===== config.mk =====
export PLATFORM = sky130hd
export DESIGN_NAME = ntt_nwc_stage_ctrl_flat
export DESIGN_NICKNAME = d
export VERILOG_FILES = /design/src/rtl/ntt_nwc_stage_ctrl_if.sv /design/src/rtl/ntt_nwc_stage_ctrl.sv /design/src/flat_wrapper.sv
export SDC_FILE = /design/constraint.sdc
export NUM_CORES = 1
export LEC_CHECK = 0
export BUFFER_PORTS_ARGS = -buffer_cell sky130_fd_sc_hd__buf_4
export CORE_MARGIN = 4
export CORE_UTILIZATION = 28
export CTS_BUF_LIST = sky130_fd_sc_hd__clkbuf_8
export DETAILED_ROUTE_END_ITERATION = 10
export GPL_ROUTABILITY_DRIVEN = 0
export GPL_TIMING_DRIVEN = 0
export PLACE_DENSITY_LB_ADDON = 0.25
export SLEW_MARGIN = 30
export SYNTH_ARGS = -nofsm -noshare
export SYNTH_HDL_FRONTEND = slang
export SYNTH_SLANG_ARGS = --single-unit

===== constraint.sdc =====
create_clock -name clk -period 7.85 [get_ports clk]
set_input_delay 0.785 -clock clk [delete_from_list [all_inputs] [get_ports clk]]
set_output_delay 0.785 -clock clk [all_outputs]
set_load 0.01 [all_outputs]

===== src/rtl/ntt_nwc_stage_ctrl_if.sv =====
// Handshake/bus bundle between the NWC NTT stage sequencer and its RAM/ROM/BU datapath.
// The master side is the sequencer; the slave side is the datapath that consumes addresses and strobes.
interface ntt_nwc_stage_ctrl_if #(
  parameter int N_LOG = 3
);
  logic             start;
  logic             rd_en;
  logic [N_LOG-1:0] rd_addr_a;
  logic [N_LOG-1:0] rd_addr_b;
  logic [N_LOG-1:0] tw_addr;
  logic             bu_valid;
  logic             wr_en;
  logic [N_LOG-1:0] wr_addr_a;
  logic [N_LOG-1:0] wr_addr_b;
  logic [N_LOG-1:0] stage_idx;
  logic             busy;
  logic             done;

  modport master (
    input  start,
    output rd_en, rd_addr_a, rd_addr_b, tw_addr, bu_valid,
           wr_en, wr_addr_a, wr_addr_b, stage_idx, busy, done
  );

  modport slave (
    output start,
    input  rd_en, rd_addr_a, rd_addr_b, tw_addr, bu_valid,
           wr_en, wr_addr_a, wr_addr_b, stage_idx, busy, done
  );
endinterface


===== src/rtl/ntt_nwc_stage_ctrl.sv =====
// Butterfly sequencer for an in-place Cooley-Tukey negacyclic NTT: issues one read pair plus twiddle per cycle,
// delays strobes/addresses to the BU inputs and write-back, and drains between stages to avoid RAW hazards.
module ntt_nwc_stage_ctrl #(
  parameter int N_LOG  = 3,
  parameter int RD_LAT = 1,
  parameter int BU_LAT = 2
) (
  input  logic                 clk,
  input  logic                 rst,
  ntt_nwc_stage_ctrl_if.master io_ctrl
);

  localparam int D    = RD_LAT + BU_LAT;
  localparam int HALF = 1 << (N_LOG - 1);
  localparam int KW   = N_LOG - 1;
  localparam int DW   = (D > 1) ? $clog2(D) : 1;

  typedef enum logic [1:0] {
    S_IDLE,
    S_ISSUE,
    S_DRAIN,
    S_DONE
  } state_t;

  state_t           r_state;
  state_t           w_nextState;
  logic [KW-1:0]    r_k;
  logic [DW-1:0]    r_drain;
  logic [N_LOG-1:0] r_stage;

  logic             w_kLast;
  logic             w_drainLast;
  logic             w_stageLast;
  logic             w_rdEn;
  logic             w_busy;
  logic             w_done;

  logic [N_LOG-1:0] w_tShift;
  logic [N_LOG-1:0] w_aShift;
  logic [N_LOG-1:0] w_kExt;
  logic [N_LOG-1:0] w_t;
  logic [N_LOG-1:0] w_i;
  logic [N_LOG-1:0] w_j;
  logic [N_LOG-1:0] w_addrA;
  logic [N_LOG-1:0] w_addrB;
  logic [N_LOG-1:0] w_tw;
  logic [N_LOG-1:0] w_rdAddrA;
  logic [N_LOG-1:0] w_rdAddrB;
  logic [N_LOG-1:0] w_twAddr;

  logic [D-1:0]     r_enPipe;
  logic [N_LOG-1:0] r_aPipe [D];
  logic [N_LOG-1:0] r_bPipe [D];

  assign w_kLast     = (r_k == KW'(HALF - 1));
  assign w_drainLast = (r_drain == DW'(D - 1));
  assign w_stageLast = (r_stage == N_LOG'(N_LOG - 1));

  always_ff @(posedge clk) begin
    if (rst) begin
      r_state <= S_IDLE;
    end else begin
      r_state <= w_nextState;
    end
  end

  always_comb begin
    w_nextState = r_state;
    w_rdEn      = 1'b0;
    w_busy      = 1'b0;
    w_done      = 1'b0;
    case (r_state)
      S_IDLE: begin
        if (io_ctrl.start) w_nextState = S_ISSUE;
      end
      S_ISSUE: begin
        w_rdEn = 1'b1;
        w_busy = 1'b1;
        if (w_kLast) w_nextState = S_DRAIN;
      end
      S_DRAIN: begin
        w_busy = 1'b1;
        if (w_drainLast) w_nextState = w_stageLast ? S_DONE : S_ISSUE;
      end
      S_DONE: begin
        w_done      = 1'b1;
        w_nextState = S_IDLE;
      end
      default: w_nextState = S_IDLE;
    endcase
  end

  // Stage index advances only when a drain completes, so it stays put for the whole drain gap.
  always_ff @(posedge clk) begin
    if (rst) begin
      r_k     <= '0;
      r_drain <= '0;
      r_stage <= '0;
    end else begin
      case (r_state)
        S_ISSUE: begin
          r_k     <= w_kLast ? '0 : r_k + KW'(1);
          r_drain <= '0;
        end
        S_DRAIN: begin
          r_drain <= r_drain + DW'(1);
          if (w_drainLast) begin
            r_drain <= '0;
            if (!w_stageLast) r_stage <= r_stage + N_LOG'(1);
          end
        end
        default: begin
          r_k     <= '0;
          r_drain <= '0;
          r_stage <= '0;
        end
      endcase
    end
  end

  // k splits into group i (high bits) and offset j (low bits); the pair straddles a gap of t words.
  always_comb begin
    w_tShift = N_LOG'(N_LOG - 1) - r_stage;
    w_aShift = N_LOG'(N_LOG) - r_stage;
    w_kExt   = N_LOG'(r_k);
    w_t      = N_LOG'(1) << w_tShift;
    w_i      = w_kExt >> w_tShift;
    w_j      = w_kExt & (w_t - N_LOG'(1));
    w_addrA  = (w_i << w_aShift) | w_j;
    w_addrB  = w_addrA + w_t;
    w_tw     = (N_LOG'(1) << r_stage) + w_i;
  end

  assign w_rdAddrA = w_rdEn ? w_addrA : '0;
  assign w_rdAddrB = w_rdEn ? w_addrB : '0;
  assign w_twAddr  = w_rdEn ? w_tw    : '0;

  always_ff @(posedge clk) begin
    if (rst) begin
      r_enPipe <= '0;
      for (int n = 0; n < D; n++) begin
        r_aPipe[n] <= '0;
        r_bPipe[n] <= '0;
      end
    end else begin
      r_enPipe[0] <= w_rdEn;
      r_aPipe[0]  <= w_rdAddrA;
      r_bPipe[0]  <= w_rdAddrB;
      for (int n = 1; n < D; n++) begin
        r_enPipe[n] <= r_enPipe[n-1];
        r_aPipe[n]  <= r_aPipe[n-1];
        r_bPipe[n]  <= r_bPipe[n-1];
      end
    end
  end

  assign io_ctrl.rd_en     = w_rdEn;
  assign io_ctrl.rd_addr_a = w_rdAddrA;
  assign io_ctrl.rd_addr_b = w_rdAddrB;
  assign io_ctrl.tw_addr   = w_twAddr;
  assign io_ctrl.bu_valid  = r_enPipe[RD_LAT-1];
  assign io_ctrl.wr_en     = r_enPipe[D-1];
  assign io_ctrl.wr_addr_a = r_aPipe[D-1];
  assign io_ctrl.wr_addr_b = r_bPipe[D-1];
  assign io_ctrl.stage_idx = r_stage;
  assign io_ctrl.busy      = w_busy;
  assign io_ctrl.done      = w_done;

endmodule

===== src/flat_wrapper.sv =====
// flat-port wrapper written by rule: the top's interface ports become plain ports
module ntt_nwc_stage_ctrl_flat 
#(
  parameter int N_LOG  = 3,
  parameter int RD_LAT = 1,
  parameter int BU_LAT = 2
)
  (clk, rst, io_ctrl_start, io_ctrl_rd_en, io_ctrl_rd_addr_a, io_ctrl_rd_addr_b, io_ctrl_tw_addr, io_ctrl_bu_valid, io_ctrl_wr_en, io_ctrl_wr_addr_a, io_ctrl_wr_addr_b, io_ctrl_stage_idx, io_ctrl_busy, io_ctrl_done);
  ntt_nwc_stage_ctrl_if #(.N_LOG(N_LOG)) io_ctrl_i ();
  input  logic clk;
  input  logic rst;
  input wire logic [$bits(io_ctrl_i.start)-1:0] io_ctrl_start;
  output wire logic [$bits(io_ctrl_i.rd_en)-1:0] io_ctrl_rd_en;
  output wire logic [$bits(io_ctrl_i.rd_addr_a)-1:0] io_ctrl_rd_addr_a;
  output wire logic [$bits(io_ctrl_i.rd_addr_b)-1:0] io_ctrl_rd_addr_b;
  output wire logic [$bits(io_ctrl_i.tw_addr)-1:0] io_ctrl_tw_addr;
  output wire logic [$bits(io_ctrl_i.bu_valid)-1:0] io_ctrl_bu_valid;
  output wire logic [$bits(io_ctrl_i.wr_en)-1:0] io_ctrl_wr_en;
  output wire logic [$bits(io_ctrl_i.wr_addr_a)-1:0] io_ctrl_wr_addr_a;
  output wire logic [$bits(io_ctrl_i.wr_addr_b)-1:0] io_ctrl_wr_addr_b;
  output wire logic [$bits(io_ctrl_i.stage_idx)-1:0] io_ctrl_stage_idx;
  output wire logic [$bits(io_ctrl_i.busy)-1:0] io_ctrl_busy;
  output wire logic [$bits(io_ctrl_i.done)-1:0] io_ctrl_done;
  assign io_ctrl_i.start = io_ctrl_start;
  assign io_ctrl_rd_en = io_ctrl_i.rd_en;
  assign io_ctrl_rd_addr_a = io_ctrl_i.rd_addr_a;
  assign io_ctrl_rd_addr_b = io_ctrl_i.rd_addr_b;
  assign io_ctrl_tw_addr = io_ctrl_i.tw_addr;
  assign io_ctrl_bu_valid = io_ctrl_i.bu_valid;
  assign io_ctrl_wr_en = io_ctrl_i.wr_en;
  assign io_ctrl_wr_addr_a = io_ctrl_i.wr_addr_a;
  assign io_ctrl_wr_addr_b = io_ctrl_i.wr_addr_b;
  assign io_ctrl_stage_idx = io_ctrl_i.stage_idx;
  assign io_ctrl_busy = io_ctrl_i.busy;
  assign io_ctrl_done = io_ctrl_i.done;
  ntt_nwc_stage_ctrl #(.N_LOG(N_LOG), .RD_LAT(RD_LAT), .BU_LAT(BU_LAT)) u_core (.clk(clk), .rst(rst), .io_ctrl(io_ctrl_i));
endmodule

# Word level (Yosys, flattened, before mapping)
# Memories as Yosys holds them, arrays and structs flattened.
# Index checks and enable logic that the tools add are counted.
# Widths: inputs -> output; s select.
# word_totals
elab_cells,69
in_bits,3
register_bits,12
n_memories,2
out_inout_bits,23
latchBits,0
mem_bits_ro,0
ramBits,18
# memory_table
name,depth,width,rd,rd_clocked_by_memory_dff,wr,line_no,source
u_core.r_aPipe,3,3,3,0,3,ntt_nwc_stage_ctrl.sv:52,logic [N_LOG-1:0] r_aPipe [D];
u_core.r_bPipe,3,3,3,0,3,ntt_nwc_stage_ctrl.sv:53,logic [N_LOG-1:0] r_bPipe [D];
# op_classes
n_bitwise,10
mux,25
n_reduce_logical,5
n_lt_le_gt_ge,0
mul,0
shifts,4
addsub,8
div,0
n_eq_ne,10
# op_table
operator,n
$mux 3,11
$mux 2,5
$eq 2x2->1 const B,4
$pmux 2 s4,1
$add 3x3->3,2
$mux 1,6
$or 1x1->1,6
$pmux 3 s2,1
$reduce_and 3->1,2
$shl 1x3->3 const A,2
$sub 2x3->3 const A,2
$add 2x1->2 const B,2
$ne 2x1->1 const B,2
$ne 2x2->1 const B,2
$pmux 2 s2,1
$add 3x1->3 const B,1
$and 2x3->3,1
$eq 3x2->1 const B,1
$or 3x3->3,1
$reduce_or 3->1,1
$shl 3x3->3,1
$shr 2x3->3,1
$sub 3x1->3 const B,1
$eq 2x1->1 const B,1
3 further kinds,4

# Logic depth before layout (Yosys ltp)
# depth
word_depth,8
depth_mapped,12
mapped_depth_nobuf,11

# Worst setup path before layout
# Ideal clock, no wire load.
# synth_timing
path_kind,reg-to-output
start,reg u_core.r_stage[1] (netlist: u_core.io_ctrl.stage_idx[1])
end,out io_ctrl_rd_addr_b[2]
slack_ns,4.700
required_ns,7.065
stages_incl_launch_ff,9
arrival_time_ns,2.365
path_buffers,0
path_cell_list,dfxtp_1 -> ha_1 -> xnor2_2 -> nand3_1 -> o41ai_2 -> inv_1 -> fa_1 -> xor3_1 -> and2_1
# synth_between
elab_chain_len,7
elab_cells_between_ends,10
classes_between,4 x add/sub; 3 x shift; 1 x mux; 2 x bitwise
# synth_rtl
element,line_no,source
start: declaration,ntt_nwc_stage_ctrl.sv:29,logic [N_LOG-1:0] r_stage;
start signal: assignment,ntt_nwc_stage_ctrl.sv:109,if (!w_stageLast) r_stage <= r_stage + N_LOG'(1);
$sub 2x3->3,ntt_nwc_stage_ctrl.sv:123,w_tShift = N_LOG'(N_LOG - 1) - r_stage;
$shl 1x3->3,ntt_nwc_stage_ctrl.sv:126,w_t = N_LOG'(1) << w_tShift;
$sub 3x1->3,ntt_nwc_stage_ctrl.sv:128,w_j = w_kExt & (w_t - N_LOG'(1));
$and 2x3->3,ntt_nwc_stage_ctrl.sv:128,
$or 3x3->3,ntt_nwc_stage_ctrl.sv:129,w_addrA = (w_i << w_aShift) | w_j;
$add 3x3->3 (*),ntt_nwc_stage_ctrl.sv:130,w_addrB = w_addrA + w_t;
$mux 3 (*),ntt_nwc_stage_ctrl.sv:135,assign w_rdAddrB = w_rdEn ? w_addrB : '0;
end: declaration,flat_wrapper.sv:15,output wire logic [$bits(io_ctrl_i.rd_addr_b)-1:0] io_ctrl_rd_addr_b;
# Mark *: on every way between the ends. The rest lies on a longest branch, timed or not.

# Final worst setup path
# Same ends and word-level chain as after synthesis.

==> summary.txt <==
Run status
  • Status: complete, no violations

Clock network
  • Clock Sinks: 30
  • Setup Buffers After CTS: 0
  • Cts hold-fix bufs: 0
  • Clock latency on the worst-skew pair: approximately 280 ps
  • Post-CTS resize count: 0
  • Max Root-Sink Buffers: 2
  • CTS Buf Count: 5
  • Clk slew on worst S/H paths: around 70 ps
  • H-tree depth: 2
  • CTS tree: yes
  • CTS root buf: clkbuf_8

Critical path
  • WS Path Type: flop to output pin
  • Critical path origin: u_core.io_ctrl.stage_idx[1]
  • Reg2reg start: u_core.io_ctrl.stage_idx[1]
  • CP arrival: 3030 ps
  • Req. time, crit path: ~7100 ps
  • Setup crit start kind: flop
  • CP endpoint kind: output pin
  • CP Max Fanout: 8

Placed design
  • Hpwl dp: approximately 2.0 mm
  • Port bufs: 25
  • Placed insts: roughly 250

Floorplanning
  • Initial Util: 0.288
  • Die width: 80.5 µm
  • FP Rows: 26
  • Die Area: roughly 0.0065 mm²
  • Core Region: 0.00511 mm²
  • Height of the die: just over 80 µm
  • Io pins: 26

Pwr
  • Sw Share: 0.317
  • VDD IR-drop max: approximately 0.000095 V
  • P_int: 0.000287 W
  • Gate power share: 0.272
  • Seq pwr share: 0.415
  • Leak pwr: just over 0.8 nW
  • Clk pwr share: 0.313
  • Sw power: roughly 0.00013 W
  • Pwr/cell area: between 200 and 250 mW/mm²

Detailed routing
  • Vias per cell: 4.15
  • Final ANT Viol Nets: 0
  • DR WL/cell: 10.3 µm
  • Drt total wl: around 2.7 mm
  • Drt pass-1 iters: 4
  • Via count: between 1,000 and 1,500
  • Remaining DRCs: 0
  • DRT iter0 DRCs: 33

Timing
  • Min Hold Slack: 418 ps
  • Fin. max-slew vios: 0
  • Max_slew headroom: 0.683
  • Total negative slack: 0 ps
  • Final hold violation count: 0
  • Worst-margin pin slew: about 470 ps
  • Final min period: between 3000 and 4000 ps
  • Clock skew: 5.53 ps
  • Setup Viol. Count Final: 0
  • Fmax: about 0.26 GHz
  • RSZ-0062 raised after global routing: false
  • Period utilisation layout: 0.486

Synthesis
  • Syn Std Cell Area: approximately 0.0015 mm²
  • EDFF count, synth: 0
  • Main synth FF type: dfxtp_1
  • Post-Synthesis Cells: between 150 and 200
  • Ys async rst share: 0
  • Avg Cell Area, Syn: ~9.4 µm²
  • Sequential area share after synthesis: 0.409
  • Unique masters post-synth: 33
  • Register bit total from synthesis: 30
  • Syn_nets: 174
  • Ys Warns: 0

Layout
  • Final cell count without fillers: 260
  • Fin nets: 206
  • Most common cell after layout, fill and taps aside: buf_4
  • Antenna diodes: 0
  • Most frequent cells in the layout: buf_4, dfxtp_1, nor2b_1
  • FILL cells: approximately 540
  • Fraction of layout instances using a drive strength above 1: 0.247
  • Synth-to-Final Area Change: 25.2%

Global routing
  • Initial antenna violation count: 0
  • GRT Overall Usage: 0.0949
  • Largest net degree at the start of global routing: 11
  • Vias in the first global route: around 1,100
  • First-pass GRT wire length: about 4.7 mm
  • GRT Residual Overflow: 0

Worst hold path
  • Hold Crit Class: flop to flop
  • Worst hold start: u_core.r_drain[0]

Run
  • Maxcap violations: 0
[flip-flops by register name (all words and copies together) (netlist names)]
signal and flops:
u_core.r_aPipe 9, u_core.r_k 2, u_core.r_drain 2, u_core.io_ctrl.stage_idx 3, u_core.r_bPipe 9, u_core.r_state 2, u_core.r_enPipe 3
[cell families (layout without fill, tap and decap cells)]
logic type,count (synthesis),in the layout,share of synthesized area
buffers and inverters,23,56,0.0800
DFF,30,30,0.409
AOI/OAI and AO/OA,15,15,0.0630
muxes,1,1,0.00766
adders and majority gates,14,14,0.129
xor gates and xnor gates,6,6,0.0511
and+or+nand+nor,68,68,0.260
[final timing paths]
kind / to / slack (ps) / cells past startpoint
hold / removal: u_core.r_drain[0] / 420 / 1
hold reg to reg: u_core.r_drain[0] / 420 / 1
setup reg to reg: u_core.r_bPipe[0][2] / 5150 / 8
setup / recovery: io_ctrl_rd_addr_b[2] / 4040 / 9
[layout make-up]
type	count	area, µm²	area share
inverter	11	41.3	0.0224
timing repair buffer	25	188	0.102
clock inverter	2	12.5	0.00680
sequential	30	601	0.326
buffer	12	76.3	0.0415
clock buffer	6	82.6	0.0449
tap	70	87.6	0.0476
multi-input combinational	104	752	0.409
[stage by stage]
| stage | worst slack (ps) | cell area, µm² | total power (W) | utilization |
|---|---|---|---|---|
| after global placement | 4320 | 1750 | 0.000293 | 0.342 |
| after global routing | 3810 | 1840 | 0.000449 | 0.360 |
| after CTS | 4010 | 1840 | 0.000427 | 0.360 |
| after floorplan | 4700 | 1470 | 0.000250 | - |
| final | 4040 | 1840 | 0.000420 | 0.360 |
| after detailed placement | 4350 | 1750 | 0.000294 | 0.342 |
[power by group through the flow]
stage | logic (W) | clock network, W | registers, W
after detailed placement | 0.000117 | 0 | 0.000177
after CTS | 0.000117 | 0.000136 | 0.000174
final | 0.000114 | 0.000131 | 0.000174
after global routing | 0.000130 | 0.000142 | 0.000177
after floorplan | 0.0000736 | 0 | 0.000176
after global placement | 0.000116 | 0 | 0.000178
[worst max-delay path, cell delays in order (launching register included)]
cell     delay [ps]
dfxtp_1         500
ha_1            390
xnor2_2         190
nand3_1         150
o41ai_2         320
inv_1           110
fa_1            400
xor3_1          380
and2_1          170
buf_4           140
[per-layer routing]
| layer | up-vias | part of all wire | global-route usage |
|---|---|---|---|
| met5 | - | 0 | 0 |
| met4 | 0 | 0.019 | 0.0507 |
| met3 | 6 | 0.054 | 0.0314 |
| met2 | 24 | 0.47 | 0.152 |
| met1 | 485 | 0.46 | 0.111 |
| li1 | 563 | - | - |
[cell usage after synthesis (2+ instances only)]
cell | number | area (µm²)
o21ai_0 | 2 | 10.0
and2_2 | 2 | 15.0
and2_1 | 10 | 62.6
ha_1 | 12 | 150
nor2_1 | 6 | 22.5
a31oi_1 | 3 | 18.8
xnor2_1 | 3 | 26.3
a21oi_1 | 8 | 40.0
nand2_1 | 12 | 45.0
nand3_1 | 3 | 15.0
nand2b_1 | 5 | 31.3
inv_1 | 11 | 41.3
nor3_1 | 4 | 20.0
clkbuf_1 | 4 | 15.0
fa_1 | 2 | 40.0
buf_4 | 6 | 45.0
dfxtp_1 | 30 | 601
nor2b_1 | 19 | 119
Power figures use the tool's default switching activity.
